<file path="src/rtl/nibble_adder_pkg.sv">
// nibble_adder_pkg: shared state encodings and slice width for the sequential nibble adder
package nibble_adder_pkg;
   typedef enum logic [1:0] {IDLE = 2'd0, RUN = 2'd1, DONE = 2'd2} state_t;
   localparam int NIB_BITS = 4;
endpackage

</file>
<file path="src/rtl/par_4bit_add.sv">
// par_4bit_add: 4-bit parallel adder slice with carry in and carry out
module par_4bit_add (
   input  logic [3:0] a,
   input  logic [3:0] b,
   input  logic       cin,
   output logic [3:0] sum,
   output logic       cout
);
   assign {cout, sum} = 5'(a) + 5'(b) + 5'(cin);
endmodule

</file>
<file path="src/rtl/nibble_seq_adder.sv">
// nibble_seq_adder: WIDTH-bit adder that processes one nibble per clock, LSB first
module nibble_seq_adder
   import nibble_adder_pkg::*;
#(
   parameter int WIDTH = 16
) (
   input  logic             clk,
   input  logic             rst,
   input  logic             start,
   input  logic [WIDTH-1:0] a,
   input  logic [WIDTH-1:0] b,
   input  logic             cin,
   output logic             busy,
   output logic             done,
   output logic [WIDTH-1:0] sum,
   output logic             cout
);
   localparam int NIB = WIDTH / NIB_BITS;
   localparam int IW  = NIB > 1 ? $clog2(NIB) : 1;
   state_t state, nxt;
   logic [WIDTH-1:0] ra, rb, acc, acc_nxt, sa, sb;
   logic [IW-1:0] idx;
   logic [NIB_BITS-1:0] s_sum;
   logic carry, s_cout, last, accept;
   assign sa     = ra >> (NIB_BITS * idx);
   assign sb     = rb >> (NIB_BITS * idx);
   assign last   = idx == IW'(NIB - 1);
   assign accept = start && (state == IDLE || state == DONE);
   assign busy   = state == RUN;
   assign done   = state == DONE;
   par_4bit_add u_slice (
      .a   (sa[NIB_BITS-1:0]),
      .b   (sb[NIB_BITS-1:0]),
      .cin (carry),
      .sum (s_sum),
      .cout(s_cout)
   );
   // accumulator with the current slice result merged in, so the final edge can publish it directly
   always_comb begin
      acc_nxt = acc;
      acc_nxt[NIB_BITS*idx +: NIB_BITS] = s_sum;
   end
   always_comb begin
      nxt = accept ? RUN : (state == RUN ? (last ? DONE : RUN) : IDLE);
   end
   always_ff @(posedge clk or posedge rst) begin
      if (rst) state <= IDLE;
      else     state <= nxt;
   end
   always_ff @(posedge clk or posedge rst) begin
      if (rst) begin
         ra    <= '0;
         rb    <= '0;
         carry <= 1'b0;
         idx   <= '0;
         acc   <= '0;
         sum   <= '0;
         cout  <= 1'b0;
      end else if (accept) begin
         ra    <= a;
         rb    <= b;
         carry <= cin;
         idx   <= '0;
         acc   <= '0;
      end else if (state == RUN) begin
         acc   <= acc_nxt;
         carry <= s_cout;
         idx   <= last ? '0 : idx + 1'b1;
         if (last) begin
            sum  <= acc_nxt;
            cout <= s_cout;
         end
      end
   end
endmodule
</file>
<file path="config.mk">
export PLATFORM = sky130hd
export DESIGN_NAME = nibble_seq_adder
export DESIGN_NICKNAME = d
export VERILOG_FILES = /design/src/rtl/nibble_adder_pkg.sv /design/src/rtl/par_4bit_add.sv /design/src/rtl/nibble_seq_adder.sv
export SDC_FILE = /design/constraint.sdc
export NUM_CORES = 1
export LEC_CHECK = 0
export CAP_MARGIN = 20
export CORE_MARGIN = 3
export CORE_UTILIZATION = 53
export DETAILED_ROUTE_END_ITERATION = 6
export PLACE_DENSITY = 0.8
export SYNTH_ARGS = -nofsm -noshare
export SYNTH_HDL_FRONTEND = slang
export SYNTH_SLANG_ARGS = --single-unit
</file>
<file path="constraint.sdc">
create_clock -name clk -period 3.5 [get_ports clk]
set_input_delay 0.35 -clock clk [delete_from_list [all_inputs] [get_ports clk]]
set_output_delay 0.35 -clock clk [all_outputs]
set_load 0.05 [all_outputs]
</file>
==> results.cfg <==
[die]
fp.dieH_um = 83.6
die_area_um2 = 6980
die_w_um = 83.6
rows = 27
ioPinCount = 55
core_region_area_um2 = 5680
initial_core_util_pct = 56.2

[clocking]
cts_setup_buffers = 0
cts_resized = 0
cts-root-buf = clkbuf_8
cts_made_buffers = 9
cts_buffer_depth = 2
insertion_delay_ns = 0.35
clk_pin_slew_worst_paths_ns = 0.08
h-tree-depth = 3
cts_num_sinks = 70
cts_tree = yes
cts_hold_buf = 0

[global_route]
grt_pass1_vias = 2347
grt-ovfl-total = 0
grt_max_degree = 71
grt_pass1_wl_mm = 11.6
antenna_found_initial = 0
grtUsageTotal_pct = 20.9

[placed_design]
pre_cts_ws_ns = 0.608
place.gp.congestion = 0.821
dpl.hpwl_mm = 4.62
place.port_buffers = 54

[cells_and_area]
drive_above_1_share_pct = 22.5
final_core_util_pct = 70.3
syn_to_final_growth_pct = 25.2
n_antenna_cell = 0
fin_nets = 348

[timing]
hold_violations = 0
setup_violations = 0
fmax_ghz = 0.345
fin_crit_sh_pct = 82.9
min_period_ns = 2.90
clock_skew_ns = 0.0120
slew_headroom_pct = 42.9
grt_setup_unrepaired = false
worst_slew_pin_slew_ns = 0.856
finalMaxSlewViolations = 0
tns_ns = 0
fin_ws_ns = 0.600

[yosys]
ys_warn_count = 0
syn_nets = 290
post-synth-top-count-cell = dfrtp_1
synth.area.top_cells = dfrtp_1, mux2_2, mux4_2
syn_inst = 243
ys.flop_type = dfrtp_1
synth_area_per_cell_um2 = 13.1
synth.cells.most_frequent = dfrtp_1, mux2_2, nor2_1
synth_top_area_cell = dfrtp_1
synth-seq-cells = 70
synthArstFlopShare_pct = 100
synth_cell_types = 31
synth_area_um2 = 3190
synth-edff-count = 0
yosysSeqAreaShare_pct = 54.9
synth_top_cell_area_share_pct = 54.9

[drt]
wl_per_cell_um = 17.4
drt_iter0_drc = 157
avgViaCountPerCell = 5.88
route.detailed.drc = 0
ant_nets = 0
wl_mm = 6.56
drtPass1Iterations = 4
vias = 2224

[setup_path]
required_ns = 3.73
worstPathMaxFanout = 9
setup.worst_path.end_class = flip-flop
crit_type = reg -> reg
start_kind = flip-flop
crit_arrival_ns = 3.13

[flow_run]
max_cap_viol_count = 0

[worst_hold_path]
min_path_type = reg -> reg

[outcome]
status = finished clean
[metal layers]
metal / GRT usage [%] / vias up / wire (µm)
met5: 0 / - / 0
met4: 9.94 / 0 / 173
met3: 4.44 / 17 / 475
met2: 32.0 / 105 / 3100
met1: 28.5 / 1085 / 2820
li1: - / 1017 / -
[worst paths after layout]
kind / startpoint / cells past startpoint / end / slack, ns
setup / recovery: idx[0] / 7 / acc[3] / 0.60
hold reg to reg: acc[0] / 1 / acc[0] / 0.50
max in group asynchronous: rst / 3 / acc[4] / 2.37
min in group asynchronous: rst / 3 / acc[14] / 0.58
setup reg to reg: idx[0] / 7 / acc[3] / 0.60
hold / removal: acc[0] / 1 / acc[0] / 0.50
[through the flow]
stage	cell area (µm²)	hold slack, ns	cells
4_1_cts	3990	0.498	378
5_1_grt	3990	0.512	378
6_report	3990	0.497	378
3_3_place_gp	3810	0.475	362
3_5_place_dp	3810	0.481	362
2_1_floorplan	3190	0.466	243
[placed cells by master, fill, tap and decap left out, drive strengths merged, types with 3 or more instances in the layout]
cell,netlist,layout
o21ai,3,3
buf,8,4
mux4,8,8
a32o,8,8
a21oi,9,9
nor2,30,30
nand2,5,5
a221oi,12,12
clkbuf,3,11
ha,9,9
a32oi,4,4
inv,14,14
mux2,32,32
dfrtp,70,70
a22o,9,9
clkinv,0,3
clkdlybuf4s50,0,54
[logic make-up after synthesis]
| family | after synthesis | share of synthesized area, % |
|---|---|---|
| XOR/XNOR | 1 | 0.275 |
| multiplexers | 40 | 16.9 |
| AND/OR/NAND/NOR | 46 | 7.41 |
| buffers and inverters | 25 | 3.22 |
| AO/OA/AOI/OAI | 50 | 12.4 |
| flip-flops | 70 | 54.9 |
| adder cells (fa/ha/maj) | 11 | 4.79 |
[critical path, stage by stage, from the launching register on]
cell and delay [ns]:
dfrtp_1 0.63, buf_4 0.26, mux4_2 0.53, ha_1 0.31, and3_1 0.19, or3_4 0.39, and2_1 0.20, a32o_1 0.26
[final cells by class]
class / instances / area [µm²]
Tap cell: 72 / 90.1
Clock buffer: 11 / 151
Multi-Input combinational cell: 148 / 1340
Sequential cell: 70 / 1750
Timing Repair Buffer: 58 / 571
Clock inverter: 5 / 33.8
Inverter: 14 / 52.6
Fill cell: 428 / 1680
[registers in the layout (all words and copies together) (netlist names)]
register,flops
acc,16
ra,16
rb,16
sum,16
idx,2
state,2
carry,1
cout,1
Power is not shown: default switching activity piles up to over one toggle a cycle in this logic, so the estimate is an artifact.
